[src/rtl/aes_stream_frontend_if.sv]
// Beat input bus and block output bus between the stream source,
// the AES front end and the AES core.
interface aes_stream_frontend_if #(
   parameter int BUS_W = 32
);
   logic [BUS_W-1:0] in_data;
   logic [1:0]       in_cmd;
   logic [1:0]       key_len;
   logic             in_valid;
   logic             in_ready;
   logic [127:0]     core_blk;
   logic             core_dec;
   logic             core_valid;
   logic             core_ready;

   modport master (
      output in_data, in_cmd, key_len, in_valid,
      input  in_ready,
      input  core_blk, core_dec, core_valid,
      output core_ready
   );

   modport slave (
      input  in_data, in_cmd, key_len, in_valid,
      output in_ready,
      output core_blk, core_dec, core_valid,
      input  core_ready
   );
endinterface

[src/rtl/aes_stream_frontend.sv]
// AES input front end: packs narrow beats into blocks and keys,
// queues tagged blocks and installs keys between blocks.
module aes_stream_frontend #(
   parameter int BUS_W      = 32,
   parameter int FIFO_DEPTH = 4
) (
   input  logic                        clk,
   input  logic                        reset,
   aes_stream_frontend_if.slave        bus,
   output logic [255:0]                core_key,
   output logic [1:0]                  core_key_len,
   output logic                        key_valid,
   output logic                        key_loaded,
   output logic [$clog2(FIFO_DEPTH):0] fifo_count,
   output logic                        err_cmd
);
   localparam int AW = $clog2(FIFO_DEPTH);
   localparam int CW = AW + 1;
   localparam logic [3:0] BLK_LAST = 4'(128 / BUS_W - 1);

   typedef enum logic [1:0] {
      IDLE,
      ASM_BLK,
      ASM_KEY
   } st_t;

   function automatic logic [3:0] key_last(input logic [1:0] kl);
      case (kl)
         2'b00:   key_last = 4'((128 + BUS_W - 1) / BUS_W - 1);
         2'b01:   key_last = 4'((192 + BUS_W - 1) / BUS_W - 1);
         default: key_last = 4'((256 + BUS_W - 1) / BUS_W - 1);
      endcase
   endfunction

   st_t          st, st_n;
   logic [3:0]   cnt, cnt_n, idx;
   logic [1:0]   cmd_r, cmd_n;
   logic [1:0]   klen_r, klen_n;
   logic [127:0] bsh, bsh_n;
   logic [255:0] ksh, ksh_n, kmask;
   logic         push, pop, install, set_err, clr;
   logic         is_clr, is_key, is_data, full, acc, head_v;

   logic [255:0] key_q;
   logic [1:0]   klen_q;
   logic         kv_q, kl_q, err_q;

   logic [128:0]  mem [FIFO_DEPTH];
   logic [128:0]  head;
   logic [AW-1:0] wr_ptr, rd_ptr;
   logic [CW-1:0] occ;

   assign is_clr  = bus.in_cmd == 2'b11;
   assign is_key  = bus.in_cmd == 2'b10;
   assign is_data = !bus.in_cmd[1];
   assign full    = occ == CW'(FIFO_DEPTH);

   // Clear bypasses every stall so a wedged source can always recover.
   assign bus.in_ready = !reset && (is_clr ||
      !(kv_q || (is_data && full) ||
        (is_key && st == IDLE && occ != '0)));
   assign acc = bus.in_valid && bus.in_ready;

   always_comb begin
      st_n    = st;
      cnt_n   = cnt;
      cmd_n   = cmd_r;
      klen_n  = klen_r;
      bsh_n   = bsh;
      ksh_n   = ksh;
      idx     = cnt;
      push    = 1'b0;
      install = 1'b0;
      set_err = 1'b0;
      clr     = 1'b0;
      if (acc) begin
         unique case (1'b1)
            is_clr: begin
               clr   = 1'b1;
               st_n  = IDLE;
               cnt_n = '0;
            end
            is_data: begin
               if (st != ASM_BLK || bus.in_cmd != cmd_r) begin
                  idx     = '0;
                  set_err = st != IDLE;
               end
               if (!kl_q) begin
                  set_err = 1'b1;
                  st_n    = IDLE;
                  cnt_n   = '0;
               end else begin
                  bsh_n[7'(idx) * 7'(BUS_W) +: BUS_W] = bus.in_data;
                  cmd_n = bus.in_cmd;
                  if (idx == BLK_LAST) begin
                     push  = 1'b1;
                     st_n  = IDLE;
                     cnt_n = '0;
                  end else begin
                     st_n  = ASM_BLK;
                     cnt_n = idx + 4'd1;
                  end
               end
            end
            is_key: begin
               if (st != ASM_KEY) begin
                  idx     = '0;
                  klen_n  = bus.key_len;
                  set_err = st != IDLE;
               end
               if (klen_n == 2'b11) begin
                  set_err = 1'b1;
                  st_n    = IDLE;
                  cnt_n   = '0;
               end else begin
                  ksh_n[8'(idx) * 8'(BUS_W) +: BUS_W] = bus.in_data;
                  if (idx == key_last(klen_n)) begin
                     install = 1'b1;
                     st_n    = IDLE;
                     cnt_n   = '0;
                  end else begin
                     st_n  = ASM_KEY;
                     cnt_n = idx + 4'd1;
                  end
               end
            end
            default: ;
         endcase
      end
   end

   always_comb begin
      case (klen_n)
         2'b00:   kmask = {128'd0, ksh_n[127:0]};
         2'b01:   kmask = {64'd0, ksh_n[191:0]};
         default: kmask = ksh_n;
      endcase
   end

   always_ff @(posedge clk) begin
      if (reset) begin
         st     <= IDLE;
         cnt    <= '0;
         cmd_r  <= '0;
         klen_r <= '0;
         bsh    <= '0;
         ksh    <= '0;
      end else begin
         st     <= st_n;
         cnt    <= cnt_n;
         cmd_r  <= cmd_n;
         klen_r <= klen_n;
         bsh    <= bsh_n;
         ksh    <= ksh_n;
      end
   end

   always_ff @(posedge clk) begin
      if (reset) begin
         key_q  <= '0;
         klen_q <= '0;
         kv_q   <= 1'b0;
         kl_q   <= 1'b0;
         err_q  <= 1'b0;
      end else begin
         kv_q <= install;
         if (clr) begin
            key_q  <= '0;
            klen_q <= '0;
            kl_q   <= 1'b0;
            err_q  <= 1'b0;
         end else begin
            if (install) begin
               key_q  <= kmask;
               klen_q <= klen_n;
               kl_q   <= 1'b1;
            end
            if (set_err) err_q <= 1'b1;
         end
      end
   end

   assign head_v = occ != '0;
   assign pop    = head_v && bus.core_ready;
   assign head   = mem[rd_ptr];

   always_ff @(posedge clk) begin
      if (push) mem[wr_ptr] <= {cmd_n[0], bsh_n};
   end

   // Clear takes priority over a simultaneous pop.
   always_ff @(posedge clk) begin
      if (reset || clr) begin
         wr_ptr <= '0;
         rd_ptr <= '0;
         occ    <= '0;
      end else begin
         if (push) wr_ptr <= wr_ptr + AW'(1);
         if (pop) rd_ptr <= rd_ptr + AW'(1);
         if (push && !pop) occ <= occ + CW'(1);
         else if (pop && !push) occ <= occ - CW'(1);
      end
   end

   assign bus.core_valid = !reset && head_v;
   assign bus.core_blk   = bus.core_valid ? head[127:0] : '0;
   assign bus.core_dec   = bus.core_valid && head[128];
   assign core_key       = reset ? '0 : key_q;
   assign core_key_len   = reset ? '0 : klen_q;
   assign key_valid      = !reset && kv_q;
   assign key_loaded     = !reset && kl_q;
   assign fifo_count     = reset ? '0 : occ;
   assign err_cmd        = !reset && err_q;
endmodule

[src/flat_wrapper.sv]
// flat-port wrapper written by rule: the top's interface ports become plain ports
module aes_stream_frontend_flat 
#(
   parameter int BUS_W      = 32,
   parameter int FIFO_DEPTH = 4
)
  (clk, reset, core_key, core_key_len, key_valid, key_loaded, fifo_count, err_cmd, bus_in_data, bus_in_cmd, bus_key_len, bus_in_valid, bus_in_ready, bus_core_blk, bus_core_dec, bus_core_valid, bus_core_ready);
  aes_stream_frontend_if #(.BUS_W(BUS_W)) bus_i ();
  input  logic clk;
  input  logic reset;
  output logic [255:0] core_key;
  output logic [1:0] core_key_len;
  output logic key_valid;
  output logic key_loaded;
  output logic [$clog2(FIFO_DEPTH):0] fifo_count;
  output logic err_cmd;
  input wire logic [$bits(bus_i.in_data)-1:0] bus_in_data;
  input wire logic [$bits(bus_i.in_cmd)-1:0] bus_in_cmd;
  input wire logic [$bits(bus_i.key_len)-1:0] bus_key_len;
  input wire logic [$bits(bus_i.in_valid)-1:0] bus_in_valid;
  output wire logic [$bits(bus_i.in_ready)-1:0] bus_in_ready;
  output wire logic [$bits(bus_i.core_blk)-1:0] bus_core_blk;
  output wire logic [$bits(bus_i.core_dec)-1:0] bus_core_dec;
  output wire logic [$bits(bus_i.core_valid)-1:0] bus_core_valid;
  input wire logic [$bits(bus_i.core_ready)-1:0] bus_core_ready;
  assign bus_i.in_data = bus_in_data;
  assign bus_i.in_cmd = bus_in_cmd;
  assign bus_i.key_len = bus_key_len;
  assign bus_i.in_valid = bus_in_valid;
  assign bus_in_ready = bus_i.in_ready;
  assign bus_core_blk = bus_i.core_blk;
  assign bus_core_dec = bus_i.core_dec;
  assign bus_core_valid = bus_i.core_valid;
  assign bus_i.core_ready = bus_core_ready;
  aes_stream_frontend #(.BUS_W(BUS_W), .FIFO_DEPTH(FIFO_DEPTH)) u_core (.clk(clk), .reset(reset), .bus(bus_i), .core_key(core_key), .core_key_len(core_key_len), .key_valid(key_valid), .key_loaded(key_loaded), .fifo_count(fifo_count), .err_cmd(err_cmd));
endmodule
[config.mk]
export PLATFORM = sky130hd
export DESIGN_NAME = aes_stream_frontend_flat
export DESIGN_NICKNAME = d
export VERILOG_FILES = /design/src/rtl/aes_stream_frontend_if.sv /design/src/rtl/aes_stream_frontend.sv /design/src/flat_wrapper.sv
export SDC_FILE = /design/constraint.sdc
export NUM_CORES = 2
export LEC_CHECK = 0
export BUFFER_PORTS_ARGS = -buffer_cell sky130_fd_sc_hd__buf_2
export CORE_MARGIN = 5
export CORE_UTILIZATION = 30
export DETAILED_ROUTE_END_ITERATION = 12
export PLACE_DENSITY = 0.46
export SLEW_MARGIN = 5
export SYNTH_ARGS = -nofsm -noshare
export SYNTH_HDL_FRONTEND = slang
export SYNTH_SLANG_ARGS = --single-unit
[constraint.sdc]
create_clock -name clk -period 6.6 [get_ports clk]
set_input_delay 1.32 -clock clk [delete_from_list [all_inputs] [get_ports clk]]
set_output_delay 1.32 -clock clk [all_outputs]
set_load 0.005 [all_outputs]
==> results_dict.tcl <==
set metrics [dict create \
    status "finished clean" \
    yosysMostFrequentCell "dfxtp_1" \
    fmax_mhz 217.6 \
    grt_max_degree 210 \
    syn_avg_cell_area_um2 12.78 \
    synth_top_area_frac 0.3435 \
    async_reset_ff_frac 0 \
    clk_latency_ns 0.77 \
    min_path_type "flip-flop to flip-flop" \
    wl_met1_mm 64.92 \
    synth_cell_types 62 \
    skew_ns 0.04377 \
    rsz0062_at_grt "no" \
    top_layer "met4" \
    numCtsBuffers 135 \
    syn_inst 3530 \
    drt-wirelength-per-cell_um 24.49 \
    worst_r2r_endpoint "u_core.key_q[28]$_SDFFE_PP0P_" \
    power.density_nw_per_um2 286.7 \
    coreArea_um2 149600 \
    p_total_w 0.01542 \
    hp-start "u_core.key_q[205]$_SDFFE_PP0P_" \
    cts.clk_slew.worst_paths_ns 0.06 \
    overflow 0 \
    start_util 0.3015 \
    tns_ns 0 \
    postCtsHoldBufs 0 \
    period_needed_ns 4.596 \
    hold_viol 0 \
    die_width_um 397.8 \
    synth_common_cells "dfxtp_1, edfxtp_1, nor2_1" \
    antenna_found_initial 20 \
    cts_max_level 4 \
    dpl.cell_count 5723 \
    wl_met2_mm 68.10 \
    fin_area_um2 53780 \
    synth_edf_count 516 \
    grt_util_all_layers 0.1810 \
    routed_wl_mm 146.3 \
    dp_hpwl_mm 84.98 \
    end_kind "primary output" \
    final_core_util 0.3595 \
    dpl_cell_area_um2 49270 \
    cellLeakagePower_nw 17.98 \
    cts-root-buf "clkbuf_16" \
    r2r_start "u_core.cnt[1]$_SDFFE_PP0P_" \
    synth_xor_xnor_area_share 0.001748 \
    arrival_ns 3.28 \
    cts_setup_buffers 0 \
    io_buffers 434 \
    reg2regPathDepth 8 \
    drtIter0Drc 2261 \
    clock-sinks 1179 \
    synth.area.top_cells "edfxtp_1, dfxtp_1, mux4_2" \
    slew_violations 0 \
    ys_seq_elements 1179 \
    synthAdderAreaFrac 0.003773 \
    final_cells 5973 \
    vias_per_cell 4.836 \
    hold_path_depth 1 \
    relSlewSlack 0.2170 \
    start_kind "flip-flop" \
    setup-violations-final 0 \
    path_class "flip-flop to primary output" \
    syn_to_final_growth_pct 19.23 \
    cts_buffer_depth 3 \
    drc 0 \
    io_pins 435 \
    drive_gt1_frac 0.2130 \
    dr.pass1.iters 6 \
    cts_resized 0 \
    ir_drop_v 0.0002127 \
    ys_warn_count 0 \
    wl_met3_mm 10.07 \
    place.gp.congestion 0.7383 \
    synth_top_family_by_area "multiplexers" \
    rows 142 \
    post-route-period-util 0.6963 \
    dieHeight_um 397.8 \
    synth-compound-area-share 0.08985 \
    ys_seq_area_frac 0.6378 \
    cts_tree "built" \
    syn_area_um2 45110 \
    cp_max_fo 64 \
    synth_nets 3583 \
    die-area_um2 158200 \
    grt_pass1_vias 28507 \
    synth_top_cell_by_area "edfxtp_1" \
    grt_pass1_wl_mm 208.8 \
    synthSimpleGateAreaFrac 0.1160 \
    required_ns 5.28 \
    final_nets 3897 \
    detail-route-antenna-nets 0 \
    synthFlopType "dfxtp_1" \
    tightest_slew_ns 1.172 \
    vias 28883 \
    muxShareOfSynthArea 0.1227 \
    cap_viol_max_count 0 \
    r2r_slack_ns 2.62 \
    holdPathEnd "u_core.key_q[205]$_SDFFE_PP0P_" \
]
## power by group
group	internal (W)	switching [W]	leakage [nW]
logic	0.0000399	0.000293	6.90
clock network	0.00439	0.00313	2.18
registers	0.00756	0.00000388	8.89
total	0.0120	0.00343	18.0
## cell families (layout without fill, tap and decap cells)
family,Yosys count,after routing
xor+xnor,9,9
compound gates,584,584
other cells,0,8
buf+inv,315,734
flops,1179,1179
simple gates,1039,1039
fa+ha+maj,13,13
mux,391,391
## state kept, by name (all words and copies together), names as in the netlist, named ones only
name and count:
u_core.klen_q 2, u_core.wr_ptr 2, u_core.ksh 256, u_core.mem 516, u_core.klen_r 2, u_core.occ 3, u_core.bsh 128, u_core.kl_q 1
u_core.kv_q 1, u_core.st 2, u_core.rd_ptr 2, u_core.cnt 4, u_core.key_q 256, u_core.cmd_r 1, u_core.err_q 1
## through the flow
stage          hold WS, ns  setup slack, ns
3_5_place_dp        0.4395            1.644
3_3_place_gp        0.4402            1.709
6_report            0.4531            2.004
5_1_grt             0.4698            1.719
4_1_cts             0.4563            1.814
2_1_floorplan       0.4247           0.2805
## cells in the final DEF, fill, tap and decap left out, types with 4 or more instances in the layout
cell         n
a211oi_1   130
a21oi_1    229
a22o_1      65
and2_1     133
and3_4       4
buf_12      13
buf_2      433
buf_4       35
bufinv_16    8
clkbuf_1    37
clkbuf_16  137
clkbuf_8    18
clkinv_1     9
clkinv_16    4
clkinv_2    14
clkinv_8     5
dfxtp_1    661
diode_2      8
edfxtp_1   516
ha_1        12
inv_1        9
inv_16       4
mux2i_1    260
mux4_2     129
nand2_1    212
nand2b_1     7
nand3_1    101
nor2_1     277
nor2b_1    267
nor4_4       6
o21ai_0      5
o2bb2ai_1  131
xnor2_1      4
xor2_1       5
## cell type report
| class | instances | area (µm²) |
|---|---|---|
| inverters | 10 | 40.04 |
| flip-flops and latches | 1179 | 28780 |
| diodes | 8 | 20.02 |
| well taps | 2016 | 2522 |
| clock buffers | 192 | 3815 |
| repair buffers | 482 | 2705 |
| fillers | 14855 | 95820 |
| clock inverters | 50 | 676.9 |
| multi-input cells | 2036 | 15230 |
## metal layers
metal  vias up  global-route usage
met2       813              0.2879
met5         -                   0
met4         0             0.04885
li1      13442                   -
met1     14468              0.2492
met3       160             0.04085
## worst max-delay path, cell delays in order (launching register included)
cell,delay (ns)
dfxtp_4,0.91
buf_12,0.53
mux4_2,0.65
and2_1,0.19
buf_2,0.13
## worst max-delay path by stage
stage          cells past startpoint                          end     startpoint
2_1_floorplan                      8   u_core.mem[0][0]$_DFFE_PP_  bus_in_cmd[1]
3_3_place_gp                       9  u_core.mem[0][78]$_DFFE_PP_  bus_in_cmd[1]
3_5_place_dp                       9  u_core.mem[0][78]$_DFFE_PP_  bus_in_cmd[1]
4_1_cts                            4             bus_core_blk[38]      flip-flop
5_1_grt                            4             bus_core_blk[38]      flip-flop
6_report                           4             bus_core_blk[38]      flip-flop
No activity file was read; power rests on OpenSTA's default activity.
